--- config.mk ---
export PLATFORM = sky130hd
export DESIGN_NAME = ifetch_queue_flat
export DESIGN_NICKNAME = d
export VERILOG_FILES = /design/src/rtl/ifetch_queue_if.sv /design/src/rtl/ifetch_queue.sv /design/src/flat_wrapper.sv
export SDC_FILE = /design/constraint.sdc
export NUM_CORES = 1
export LEC_CHECK = 0
export ABC_CLOCK_PERIOD_IN_PS = 2950
export CORE_ASPECT_RATIO = 0.7
export CORE_MARGIN = 2
export CORE_UTILIZATION = 33
export DETAILED_ROUTE_END_ITERATION = 12
export DONT_BUFFER_PORTS = 1
export GPL_TIMING_DRIVEN = 0
export PLACE_DENSITY_LB_ADDON = 0.3
export SYNTH_ARGS = -nofsm -noshare
export SYNTH_HDL_FRONTEND = slang
export SYNTH_SLANG_ARGS = --single-unit
--- constraint.sdc ---
create_clock -name clk -period 2.95 [get_ports clk]
set_input_delay 0.59 -clock clk [delete_from_list [all_inputs] [get_ports clk]]
set_output_delay 0.59 -clock clk [all_outputs]
set_load 0.02 [all_outputs]
--- src/rtl/ifetch_queue_if.sv ---
// Fetch-side bus bundle: cache request/response and decoder valid/ready handshake.
// master = fetch unit, slave = cache/decoder side.
interface ifetch_queue_if #(
    parameter int unsigned ADDR_W   = 32,
    parameter int unsigned INST_W   = 32,
    parameter int unsigned IQ_DEPTH = 4
);
    localparam int unsigned CNT_W = $clog2(IQ_DEPTH) + 1;

    logic [ADDR_W-1:0] next_PC;
    logic              next_inst;
    logic              cache_rdy;
    logic [INST_W-1:0] inst_in;
    logic              if2dec;
    logic              dec_rdy;
    logic [INST_W-1:0] inst_out;
    logic [ADDR_W-1:0] pc_out;
    logic [CNT_W-1:0]  iq_count;

    modport master (
        output next_PC, next_inst, if2dec, inst_out, pc_out, iq_count,
        input  cache_rdy, inst_in, dec_rdy
    );

    modport slave (
        input  next_PC, next_inst, if2dec, inst_out, pc_out, iq_count,
        output cache_rdy, inst_in, dec_rdy
    );
endinterface

--- src/rtl/ifetch_queue.sv ---
// Instruction fetch unit with an IQ_DEPTH-entry instruction/PC queue and control-flow stall.
// Optional macro IF_JAL_FOLLOW_EN: JAL target computed at accept instead of stalling.
module ifetch_queue #(
    parameter int unsigned     ADDR_W   = 32,
    parameter int unsigned     INST_W   = 32,
    parameter int unsigned     IQ_DEPTH = 4,
    parameter logic [ADDR_W-1:0] RESET_PC = '0
) (
    input  logic              clk,
    input  logic              rst_in,
    input  logic              rdy_in,
    ifetch_queue_if.master    bus,
    input  logic              flush,
    input  logic [ADDR_W-1:0] rob2if,
    input  logic              alu2if_cont,
    input  logic [ADDR_W-1:0] alu2if,
    input  logic              decUpd,
    input  logic [ADDR_W-1:0] dec2if
);
    localparam int unsigned PTR_W = $clog2(IQ_DEPTH);
    localparam int unsigned CNT_W = PTR_W + 1;
    localparam logic [CNT_W-1:0] DEPTH_C = CNT_W'(IQ_DEPTH);

    logic [ADDR_W-1:0] fetch_pc_q, fetch_pc_d;
    logic              if_stall_q, if_stall_d;
    logic [PTR_W-1:0]  head_q, head_d;
    logic [PTR_W-1:0]  tail_q, tail_d;
    logic [CNT_W-1:0]  count_q, count_d;
    logic [ADDR_W-1:0] pc_mem_q   [IQ_DEPTH];
    logic [ADDR_W-1:0] pc_mem_d   [IQ_DEPTH];
    logic [INST_W-1:0] inst_mem_q [IQ_DEPTH];
    logic [INST_W-1:0] inst_mem_d [IQ_DEPTH];

    logic              req;
    logic              accept;
    logic              pop;
    logic              stall_on_accept;
    logic [ADDR_W-1:0] accept_next_pc;
`ifdef IF_JAL_FOLLOW_EN
    logic [ADDR_W-1:0] jal_imm;
`endif

    always_comb begin
        req    = !if_stall_q && (count_q < DEPTH_C);
        // Flush discards any same-cycle accept and pop.
        accept = rdy_in && !flush && req && bus.cache_rdy;
        pop    = rdy_in && !flush && (count_q != '0) && bus.dec_rdy;

        stall_on_accept = (bus.inst_in[6:4] == 3'b110);
        accept_next_pc  = fetch_pc_q + ADDR_W'(4);
`ifdef IF_JAL_FOLLOW_EN
        jal_imm = {{(ADDR_W-21){bus.inst_in[31]}}, bus.inst_in[31], bus.inst_in[19:12],
                   bus.inst_in[20], bus.inst_in[30:21], 1'b0};
        if (bus.inst_in[6:0] == 7'b1101111) begin
            stall_on_accept = 1'b0;
            accept_next_pc  = fetch_pc_q + jal_imm;
        end
`endif
    end

    always_comb begin
        fetch_pc_d = fetch_pc_q;
        if_stall_d = if_stall_q;
        head_d     = head_q;
        tail_d     = tail_q;
        count_d    = count_q;
        pc_mem_d   = pc_mem_q;
        inst_mem_d = inst_mem_q;

        if (rdy_in) begin
            if (flush) begin
                head_d     = '0;
                tail_d     = '0;
                count_d    = '0;
                if_stall_d = 1'b0;
                fetch_pc_d = rob2if;
            end else begin
                if (accept) begin
                    pc_mem_d[tail_q]   = fetch_pc_q;
                    inst_mem_d[tail_q] = bus.inst_in;
                    tail_d             = tail_q + PTR_W'(1);
                end
                if (pop) begin
                    head_d = head_q + PTR_W'(1);
                end
                count_d = count_q + CNT_W'(accept) - CNT_W'(pop);

                // Redirects only apply to an already-registered stall; accept is
                // impossible while stalled, so these branches never collide.
                if (if_stall_q && alu2if_cont) begin
                    fetch_pc_d = alu2if;
                    if_stall_d = 1'b0;
                end else if (if_stall_q && decUpd) begin
                    fetch_pc_d = dec2if;
                    if_stall_d = 1'b0;
                end else if (accept) begin
                    fetch_pc_d = accept_next_pc;
                    if_stall_d = stall_on_accept;
                end
            end
        end
    end

    always_ff @(posedge clk) begin
        if (rst_in) begin
            fetch_pc_q <= RESET_PC;
            if_stall_q <= 1'b0;
            head_q     <= '0;
            tail_q     <= '0;
            count_q    <= '0;
            pc_mem_q   <= '{default: '0};
            inst_mem_q <= '{default: '0};
        end else begin
            fetch_pc_q <= fetch_pc_d;
            if_stall_q <= if_stall_d;
            head_q     <= head_d;
            tail_q     <= tail_d;
            count_q    <= count_d;
            pc_mem_q   <= pc_mem_d;
            inst_mem_q <= inst_mem_d;
        end
    end

    always_comb begin
        bus.next_PC   = fetch_pc_q;
        bus.next_inst = req;
        bus.if2dec    = (count_q != '0);
        bus.iq_count  = count_q;
        bus.inst_out  = (count_q != '0) ? inst_mem_q[head_q] : '0;
        bus.pc_out    = (count_q != '0) ? pc_mem_q[head_q]   : '0;
    end
endmodule

--- src/flat_wrapper.sv ---
// flat-port wrapper written by rule: the top's interface ports become plain ports
module ifetch_queue_flat 
#(
    parameter int unsigned     ADDR_W   = 32,
    parameter int unsigned     INST_W   = 32,
    parameter int unsigned     IQ_DEPTH = 4,
    parameter logic [ADDR_W-1:0] RESET_PC = '0
)
  (clk, rst_in, rdy_in, flush, rob2if, alu2if_cont, alu2if, decUpd, dec2if, bus_next_PC, bus_next_inst, bus_if2dec, bus_inst_out, bus_pc_out, bus_iq_count, bus_cache_rdy, bus_inst_in, bus_dec_rdy);
  ifetch_queue_if #(.ADDR_W(ADDR_W), .INST_W(INST_W), .IQ_DEPTH(IQ_DEPTH)) bus_i ();
  input  logic clk;
  input  logic rst_in;
  input  logic rdy_in;
  input  logic flush;
  input  logic [ADDR_W-1:0] rob2if;
  input  logic alu2if_cont;
  input  logic [ADDR_W-1:0] alu2if;
  input  logic decUpd;
  input  logic [ADDR_W-1:0] dec2if;
  output wire logic [$bits(bus_i.next_PC)-1:0] bus_next_PC;
  output wire logic [$bits(bus_i.next_inst)-1:0] bus_next_inst;
  output wire logic [$bits(bus_i.if2dec)-1:0] bus_if2dec;
  output wire logic [$bits(bus_i.inst_out)-1:0] bus_inst_out;
  output wire logic [$bits(bus_i.pc_out)-1:0] bus_pc_out;
  output wire logic [$bits(bus_i.iq_count)-1:0] bus_iq_count;
  input wire logic [$bits(bus_i.cache_rdy)-1:0] bus_cache_rdy;
  input wire logic [$bits(bus_i.inst_in)-1:0] bus_inst_in;
  input wire logic [$bits(bus_i.dec_rdy)-1:0] bus_dec_rdy;
  assign bus_next_PC = bus_i.next_PC;
  assign bus_next_inst = bus_i.next_inst;
  assign bus_if2dec = bus_i.if2dec;
  assign bus_inst_out = bus_i.inst_out;
  assign bus_pc_out = bus_i.pc_out;
  assign bus_iq_count = bus_i.iq_count;
  assign bus_i.cache_rdy = bus_cache_rdy;
  assign bus_i.inst_in = bus_inst_in;
  assign bus_i.dec_rdy = bus_dec_rdy;
  ifetch_queue #(.ADDR_W(ADDR_W), .INST_W(INST_W), .IQ_DEPTH(IQ_DEPTH), .RESET_PC(RESET_PC)) u_core (.clk(clk), .rst_in(rst_in), .rdy_in(rdy_in), .bus(bus_i), .flush(flush), .rob2if(rob2if), .alu2if_cont(alu2if_cont), .alu2if(alu2if), .decUpd(decUpd), .dec2if(dec2if));
endmodule
==> results of run 1 <==
worst register-to-register path, stage by stage (launching register included):
cell and delay (ns):
dfxtp_1 0.51, buf_2 0.33, nand3_1 0.33, nor4_2 0.58, buf_2 0.33, nand4_1 0.12
a21oi_1 0.20, o32ai_1 0.11
worst paths after layout:
| kind | start | slack, ns | to |
|---|---|---|---|
| worst min register to register | u_core.pc_mem_q[59] | 0.45 | u_core.pc_mem_q[59] |
| worst max-delay path | u_core.bus.iq_count[0] | 0.06 | bus_pc_out[19] |
| worst min-delay path | bus_inst_in[4] | 0.15 | u_core.inst_mem_q[4] |
| worst max register to register | u_core.bus.next_PC[6] | 0.30 | u_core.bus.next_PC[27] |
cell usage after synthesis, types with 6 or more instances:
master | instances | share of area (%)
buf_2 | 44 | 1.6
nand2_1 | 552 | 15
mux4_2 | 64 | 10
or3_1 | 8 | 0.35
clkbuf_1 | 93 | 2.5
a221oi_1 | 12 | 0.75
a21oi_1 | 289 | 10
inv_1 | 18 | 0.48
dfxtp_1 | 296 | 42
o22ai_1 | 10 | 0.44
nand3_1 | 17 | 0.60
o21ai_0 | 26 | 0.92
and2_1 | 69 | 3.1
nand4_1 | 12 | 0.53
nor3_1 | 13 | 0.46
o211ai_1 | 12 | 0.64
nor2b_1 | 7 | 0.31
a31oi_1 | 9 | 0.40
a211oi_1 | 12 | 0.64
nor2_1 | 29 | 0.77
ha_1 | 7 | 0.62
a22o_1 | 6 | 0.37
buf_6 | 13 | 1.0
power by group:
group          leakage, nW  total (mW)  switching [mW]  internal [mW]
Combinational         2.26       0.571           0.399          0.172
Clock                0.479        3.79            1.63           2.16
Sequential            2.39        4.15          0.0985           4.05
final cells by class:
cell class                 instances  area [um^2]
clock buffer                      49        943.4
clock inverter                     4        20.02
inverter                          18        67.56
buffer                           156        835.8
fill                            4361        26400
sequential                       296         5928
tap                              552        690.7
timing repair buffer               1        20.02
multi-input combinational       1245         7348
layer usage:
layer	share of wire, %	vias up	wire length [um]
li1	-	5984	-
met2	44	463	23170
met3	8.6	82	4506
met4	2.4	0	1250
met5	0	-	0
met1	45	6323	23270
stage by stage:
stage / total power, mW / setup WS (ns) / hold slack, ns / TNS [ns] / instances
after floorplan: 4.585 / 0.2967 / 0.4331 / 0 / 1716
after global placement: 4.793 / -0.2035 / 0.4384 / -2.293 / 2268
after detailed placement: 4.801 / -0.1605 / 0.4437 / -1.629 / 2268
after CTS: 8.573 / 0.006803 / 0.1217 / 0 / 2322
after global routing: 8.790 / 0.02458 / 0.1276 / 0 / 2321
final: 8.515 / 0.05779 / 0.1454 / 0 / 2321
cells by family after synthesis:
logic type               share of synthesized area [%]
AND/OR/NAND/NOR                                  22.64
adder cells (fa/ha/maj)                         0.7628
buffers and inverters                            5.961
XOR/XNOR                                        0.5588
AO/OA/AOI/OAI                                    17.56
flip-flops                                       42.01
multiplexers                                     10.50
timing repair:
| action | 4_1_cts | 5_1_grt |
|---|---|---|
| resized for setup | 34 | 7 |
| buffers inserted | 1 | 0 |
| pin swaps | 0 | 0 |
| setup endpoints to repair | 64 | 47 |
flip-flops by register name, summed over array words and instances, names as in the netlist:
signal / flops
u_core.bus.next_PC: 32
u_core.if_stall_q: 1
u_core.inst_mem_q: 128
u_core.head_q: 2
u_core.tail_q: 2
u_core.bus.iq_count: 3
u_core.pc_mem_q: 128
==> impl_results.md, run 1 <==
- Slew @ Worst Pin: roughly 1 ns
- CP top delay family: simple AND/OR/NAND/NOR gates
- Max Slew Vio Count: 0
- Slew HR: between 30 and 40%
- DP Wirelength: ~38000 um
- Worst skew pair latency: around 0.57 ns
- DRC violations left: 0
- Final setup fails: 0
- Hold Path Depth: 2
- H-tree Lvls: 1
- Final WL: roughly 52000 um
- Die width: 251.1 um
- CP Max Fanout: 10
- Clock transition at the registers of the reported paths: about 0.060 ns
- # diodes: 0
- Crit share post-route: a little over nine tenths
- CP Buf/Inv Count: 2
- PortBufs: 0
- Setup CP Type: flip-flop to output pin
- Crit path launch type: flip-flop
- Total of max-cap violations: 0
- Vias: around 13000
- Routability cong.: just under 1
- Worst r2r path cells: 7
- PwrDens: about 540 mW/mm^2
- Main flop type after synthesis: dfxtp_1
- Clock buffer count from CTS: 31
- Area Overhead vs Synth: 12.39%
- Die Ht: between 150 and 200 um
- Total clock sinks: about 300
- Vias in the first global route: around 12000
- Post-DP Area: about 0.015 mm^2
- RSZ-0062 raised after global routing: false
- Arrival time worst endpoint: around 2.3 ns
- Clk buf depth: 3
- Syn_area_per_cell: 8.220 um^2
- Hold Crit Class: input port to flip-flop
- Number of synthesis warnings: 0
- Number of synthesized register bits: a little under 300
- DR WL/cell: between 20 and 25 um
- Critical Path RT: between 2 and 2.5 ns
- Leak: approximately 5.1 nW
- Most common cell after layout, fill and taps aside: nand2_1
- GRT overflow: 0
- Max IR drop VDD: between 0.3 and 0.4 mV
- Cell Rows: between 60 and 70
- First-pass GRT wire length: around 80000 um
- Synth async-reset ratio: 0%
- Sequence of cells on the critical path: or3_4, clkbuf_4, clkbuf_2, and2_1
- Met1 Use GR: between 30% and 40%
- CP Depth: 4
- 1st-iter DRT viols: roughly 1200
- Post-route ant nets: 0
- Post-layout util: a little under two fifths
- CP max-delay cell: dfxtp_1
- Vias/cell: roughly 5.5
- Pin count of the biggest net entering global routing: 15
- Fmax: 345.8 MHz
- Most frequent cells in the layout: 552 x nand2_1, 294 x dfxtp_1, 289 x a21oi_1, 87 x clkbuf_1, 66 x and2_1
- Slowest stage delay, CP: roughly 0.53 ns
- Initial Util: 33.39%
- Mapped Cells: between 1500 and 2000
- I/O Pins: 237
- Status: completed
- Design area: ~0.016 mm^2
- Root Driver: clkbuf_16
- CTS tree: built
- Post-synth EDFFs: 0
- Initial antenna violation count: 0
- Synth unique cells: 74
- Final Hold Viols: 0
- Critical path capture point type: output pin
- GR Util met2: 35.46%
- TritonRoute pass-1 iters: 5
- Nets@finish: approximately 1900
- Max Clock Skew: approximately 0.019 ns
- Layout cells sized above 1: 11.76%
- Tmin final: approximately 2.9 ns
- Post-Syn Nets: about 1900
- Sequential share of the synthesized area: around 42%
- Area of the mapped netlist: around 0.014 mm^2
- # hold bufs at CTS: 0
- Core area: 0.04225 mm^2
- M3 GR Usage: between 6 and 7%
- Grt peak-use layer: met2
- Die ar.: about 0.044 mm^2
- All-Layer GR Usage: a little under a quarter
No activity file was read; power rests on OpenSTA's default activity.
==> inputs of run 2 (changes only) <==
--- a/config.mk
+++ b/config.mk
@@ -7,7 +7,7 @@
 export LEC_CHECK = 0
 export ABC_CLOCK_PERIOD_IN_PS = 2950
 export CORE_ASPECT_RATIO = 0.7
-export CORE_MARGIN = 2
+export CORE_MARGIN = 5
 export CORE_UTILIZATION = 33
 export DETAILED_ROUTE_END_ITERATION = 12
 export DONT_BUFFER_PORTS = 1
@@ -16,3 +16,4 @@
 export SYNTH_ARGS = -nofsm -noshare
 export SYNTH_HDL_FRONTEND = slang
 export SYNTH_SLANG_ARGS = --single-unit
+export TNS_END_PERCENT = 20
==> run 2 against run 1 <==
Against the previous run:
- maximum frequency increased by 0.33%
- global-route usage decreased by 1.6 points
- sequential power about the same
- register-to-register slack got worse by 0.02 ns
- hold slack improved by 0.0041 ns
- die area increased by 5.9%
- flip-flop and latch count unchanged
- count of clock-buffer cells in the layout decreased by 3
==> impl_results.md, run 2 (synthesis gave the netlist of run 1 again) <==
- Most frequent cells in the layout: 552 x nand2_1, 293 x dfxtp_1, 289 x a21oi_1, 86 x clkbuf_1, 64 x mux4_2
- Met3 wire length: 4495 um (-0.24%)
- Tmin final: 2.883 ns (-0.009536 ns)
- Max Clock Skew: 0.01356 ns (-0.005249 ns)
- Total clock sinks: 296 (unchanged)
- Area Overhead vs Synth: 12.91%
- Total of max-cap violations: 0 (unchanged)
- Vias: 13014 (+1.3%)
- Top layer in use: met5
- Max IR drop VDD: 0.4059 mV (+6.4%)
- Initial antenna violation count: 1 (+1)
- Area taken by multi-input logic gates: 0.007357 mm^2 (+0.12%)
- Status: completed
- Post-layout util: 37.63% (+0.10 points)
- TritonRoute pass-1 iters: 5 (unchanged)
- First-pass GRT wire length: 79740 um (+1.8%)
- DR WL/cell: 22.72 um (+1.0%)
- Die width: 257.1 um (+2.4%)
- Slew HR: 28.52% (-5.7 points)
- Post-route ant nets: 0 (unchanged)
- Crit share post-route: 97.72% (-0.32 points)
- Clock buffer count from CTS: 31 (unchanged)
- Setup CP Type: flip-flop to output pin
- I/O Pins: 237 (unchanged)
- Vias/cell: 5.602 (+1.2%)
- Nets@finish: 1892 (-0.053%)
- Final WL: 52780 um (+1.1%)
- CTS tree: built
- Final total power: 8.824 mW (+3.6%)
- Arrival time worst endpoint: 2.29 ns (about the same)
- Hold Crit Class: input port to flip-flop
- Worst skew pair latency: 0.57 ns (about the same)
- All-Layer GR Usage: 21.52% (-1.6 points)
- Post-CTS Setup Repair Bufs: 0 (-1)
- Die Ht: 183.0 um (+3.4%)
- Layout cells sized above 1: 12.37% (+0.61 points)
- Final setup fails: 0 (unchanged)
- Clock transition at the registers of the reported paths: 0.06 ns (about the same)
- Die ar.: 0.04705 mm^2 (+5.9%)
- Critical path capture point type: output pin
- Clk buf depth: 3 (unchanged)
- Filler cells: 4258 (-2.4%)
- RSZ-0062 raised after global routing: false
- Max Slew Vio Count: 0 (unchanged)
- DRC violations left: 0 (unchanged)
- Crit path launch type: flip-flop
- Pin count of the biggest net entering global routing: 15 (unchanged)
- Root Driver: clkbuf_16
- Fmax: 346.9 MHz (+0.33%)
- # resized after CTS: 42 (+24%)
- Core area: 0.04233 mm^2 (+0.19%)
- PortBufs: 0 (unchanged)
- Critical Path RT: 2.36 ns (about the same)
- Routability cong.: 0.9788 (+1.1%)
- Vias in the first global route: 12661 (+1.8%)
- M1 wire length: 23530 um (+1.1%)
- CP Max Fanout: 10 (unchanged)
- PwrDens: 554.0 mW/mm^2 (+3.2%)
- GRT overflow: 0 (unchanged)
- # hold bufs at CTS: 0 (unchanged)
- H-tree Lvls: 1 (unchanged)
- 1st-iter DRT viols: 1287 (+7.3%)
- Most common cell after layout, fill and taps aside: nand2_1
- Final Hold Viols: 0 (unchanged)
- Sequential cell area: 0.005929 mm^2 (about the same)
- Cell Rows: 63 (unchanged)
- Slew @ Worst Pin: 1.072 ns (+0.08574 ns)
- # diodes: 0 (unchanged)
- Leak: 5.161 nW (+0.62%)
- Worst hold slack: 0.1495 ns (+0.004059 ns)
- Met2 WL: 23190 um (about the same)
- DP Wirelength: 38280 um (+1.1%)
- Initial Util: 33.32% (-0.062 points)
==> run 2: worst max-delay path: stages, from the launching register on <==
cell and delay [ns]:
dfxtp_1 0.42, or3_4 0.46, clkbuf_4 0.27, clkbuf_2 0.26
and2_2 0.30
==> run 2: final cells by class <==
cell class	instances	share of cell area [%]
inverter	18	0.4242
multi-input combinational	1245	46.19
sequential	296	37.23
buffer	156	5.224
clock buffer	46	5.727
tap	552	4.337
clock inverter	10	0.8642
==> run 2: path summary, 6_finish.rpt <==
kind	from	to	slack, ns	depth (start not counted)
max reg2reg	u_core.bus.next_PC[19]	u_core.bus.next_PC[31]	0.28	6
min	bus_inst_in[23]	u_core.inst_mem_q[23]	0.15	2
min reg2reg	u_core.inst_mem_q[89]	u_core.inst_mem_q[89]	0.45	2
max	u_core.bus.iq_count[0]	bus_pc_out[16]	0.07	4
==> run 2: metrics by stage <==
stage	instance area [um^2]	setup slack, ns	cells	TNS (ns)
2_1_floorplan	14110	0.2967	1716	0
3_3_place_gp	14800	-0.1612	2268	-1.522
3_5_place_dp	14800	-0.2104	2268	-2.100
6_report	15930	0.06733	2323	0
5_1_grt	15930	0.02091	2323	0
4_1_cts	15920	0.009817	2323	0
==> run 2: metal layers <==
layer	track usage (%)	up-vias
met4	5.558	2
met1	30.57	6424
met3	4.900	86
li1	-	5972
met5	0	-
met2	33.34	530
==> run 2: power by group <==
| part | internal (mW) | switching (mW) | total (mW) | leakage, nW |
|---|---|---|---|---|
| Combinational | 0.171 | 0.399 | 0.570 | 2.26 |
| Sequential | 4.05 | 0.0989 | 4.15 | 2.39 |
| Clock | 2.40 | 1.71 | 4.10 | 0.511 |
==> inputs of run 3 (changes only) <==
--- a/config.mk
+++ b/config.mk
@@ -6,9 +6,10 @@
 export NUM_CORES = 1
 export LEC_CHECK = 0
 export ABC_CLOCK_PERIOD_IN_PS = 2950
-export CORE_ASPECT_RATIO = 0.7
+export CORE_ASPECT_RATIO = 0.9
 export CORE_MARGIN = 5
 export CORE_UTILIZATION = 33
+export CTS_CLUSTER_DIAMETER = 40
 export DETAILED_ROUTE_END_ITERATION = 12
 export DONT_BUFFER_PORTS = 1
 export GPL_TIMING_DRIVEN = 0
==> run 3 against run 2 <==
Against the previous run:
- non-clock buffer count rose by 1
- cell count rose by 0.82%
- clock skew rose by 0.0058 ns
- die area fell by 0.13%
- sequential power barely moved
- final area rose by 2.9%
- routed wire length fell by 1.6%
- global-route usage fell by 0.40 points
- first-iteration DRC count fell by 21%
- flip-flop and latch count did not move
- via count rose by 0.34%
- maximum frequency rose by 1.4%
- critical path type unchanged
- largest power group is now the clock network
==> impl_results.md, run 3 (synthesis gave the netlist of run 1 again) <==
- Nets@finish: 1906 (+0.74%)
- Setup CP Type: flip-flop to output pin
- First-pass GRT wire length: 77380 um (-3.0%)
- Slew HR: 33.54% (+5.0 points)
- PortBufs: 0 (unchanged)
- Final Hold Viols: 0 (unchanged)
- H-tree Lvls: 2 (+1)
- Clock buffer count from CTS: 44 (+42%)
- Most common cell after layout, fill and taps aside: nand2_1
- Hold Crit Class: input port to flip-flop
- Clock transition at the registers of the reported paths: 0.06 ns (about the same)
- Layout cells sized above 1: 13.04% (+0.67 points)
- Final WL: 51920 um (-1.6%)
- CP Max Fanout: 10 (unchanged)
- TritonRoute pass-1 iters: 5 (unchanged)
- Final setup fails: 0 (unchanged)
- Status: completed
- Post-route ant nets: 0 (unchanged)
- Worst skew pair latency: 0.54 ns (-0.03 ns)
- Tmin final: 2.843 ns (-0.03969 ns)
- Max Slew Vio Count: 0 (unchanged)
- # diodes: 0 (unchanged)
- Core area: 0.04202 mm^2 (-0.73%)
- DRC violations left: 0 (unchanged)
- Final total power: 10.15 mW (+15%)
- CP max-delay cell: or3_1
- Critical path capture point type: output pin
- Crit path launch type: flip-flop
- DR WL/cell: 22.17 um (-2.4%)
- Area Overhead vs Synth: 16.21%
- Most frequent cells in the layout: 552 x nand2_1, 293 x dfxtp_1, 289 x a21oi_1, 84 x clkbuf_1, 69 x and2_1
- CP Buf/Inv Count: 2 (unchanged)
- All-Layer GR Usage: 21.12% (-0.40 points)
- Post-CTS Setup Repair Bufs: 0 (unchanged)
- Max IR drop VDD: 0.4091 mV (+0.79%)
- Total of max-cap violations: 0 (unchanged)
- Fmax: 351.7 MHz (+1.4%)
- PwrDens: 619.3 mW/mm^2 (+12%)
- RSZ-0062 raised after global routing: false
- CTS tree: built
- Crit share post-route: 96.37% (-1.3 points)
- Critical Path RT: 2.36 ns (about the same)
- CP top delay family: simple AND/OR/NAND/NOR gates
- Vias/cell: 5.576 (-0.48%)
- Root Driver: clkbuf_16
- 1st-iter DRT viols: 1018 (-21%)
- Cell Rows: 71 (+13%)
- GRT overflow: 0 (unchanged)
- Clk buf depth: 3 (unchanged)
- Die ar.: 0.04699 mm^2 (-0.13%)
- Initial Util: 33.57% (+0.25 points)
- DP Wirelength: 37430 um (-2.2%)
- Die Ht: 206.1 um (+13%)
- Die width: 227.9 um (-11%)
- I/O Pins: 237 (unchanged)
- Max Clock Skew: 0.01935 ns (+0.005792 ns)
- Total clock sinks: 296 (unchanged)
- Vias: 13058 (+0.34%)
- Worst hold slack: 0.1879 ns (+0.03849 ns)
- # hold bufs at CTS: 0 (unchanged)
- # resized after CTS: 31 (-26%)
- Leak: 5.366 nW (+4.0%)
- Pin count of the biggest net entering global routing: 13 (-2)
- Initial antenna violation count: 2 (+1)
- Arrival time worst endpoint: 2.25 ns (-0.04 ns)
- Post-layout util: 39.01% (+1.4 points)
- Routability cong.: 0.9329 (-4.7%)
- Vias in the first global route: 12445 (-1.7%)
- Slew @ Worst Pin: 0.9970 ns (-0.07524 ns)
- Slowest stage delay, CP: 0.48 ns (+0.02 ns)
- Sequence of cells on the critical path: or3_1, clkbuf_4, clkbuf_2, and2_1
run 3: cell count changes in the layout (fill, tap and decap cells not counted), moves of 2 or more:
cell,previous run,this run
clkbuf_16,31,45
and2_1,59,69
and2_2,10,0
clkinvlp_4,2,10
clkinv_2,3,0
clkinv_4,0,3
bufinv_16,3,5
clkbuf_1,86,84
inv_8,0,2
run 3: report_power, final:
part	switching (mW)	total [mW]	internal (mW)
registers	0.0987	4.16	4.06
clock network	1.97	5.43	3.45
logic	0.399	0.570	0.171
total	2.47	10.2	7.68
run 3: layout make-up:
cell class,count,area (um^2)
Sequential cell,296,5929
Buffer,157,829.5
Fill cell,4240,25630
Clock buffer,57,1251
Inverter,18,67.56
Clock inverter,22,291.5
Multi-Input combinational cell,1245,7340
Tap cell,547,684.4
run 3: worst paths after layout:
path | start | endpoint | cells after the start | slack, ns
min | bus_inst_in[28] | u_core.inst_mem_q[92] | 2 | 0.19
min reg2reg | u_core.pc_mem_q[30] | u_core.pc_mem_q[30] | 2 | 0.45
max reg2reg | u_core.bus.iq_count[2] | u_core.bus.iq_count[2] | 11 | 0.24
max | u_core.bus.iq_count[2] | bus_pc_out[15] | 4 | 0.11
run 3: stage by stage:
stage | TNS (ns) | area [um^2] | std cells | setup slack [ns]
after floorplan | 0 | 14110 | 1716 | 0.2967
after global placement | -0.7493 | 14790 | 2263 | -0.1844
after detailed placement | -0.3858 | 14790 | 2263 | -0.2071
after CTS | 0 | 16390 | 2342 | 0.04621
after global routing | 0 | 16390 | 2342 | 0.007567
final | 0 | 16390 | 2342 | 0.1070
run 3: routing by layer:
layer	wire length, um	vias up	track usage [%]	share of wire, %
met5	18	-	0	0.035
met1	21820	6395	27.68	42
met3	4134	114	5.069	8.0
li1	-	6027	-	-
met4	1736	2	6.675	3.3
met2	24210	520	34.81	47
run 3: worst register-to-register path: stages (launching register included):
cell and delay [ns]:
dfxtp_2 0.40, or3_1 0.49, and3_1 0.25, ha_1 0.27
inv_1 0.05, ha_1 0.13, inv_1 0.05, fa_1 0.37
xnor2_1 0.26, a21oi_1 0.11, nor2b_1 0.14, o21a_1 0.13
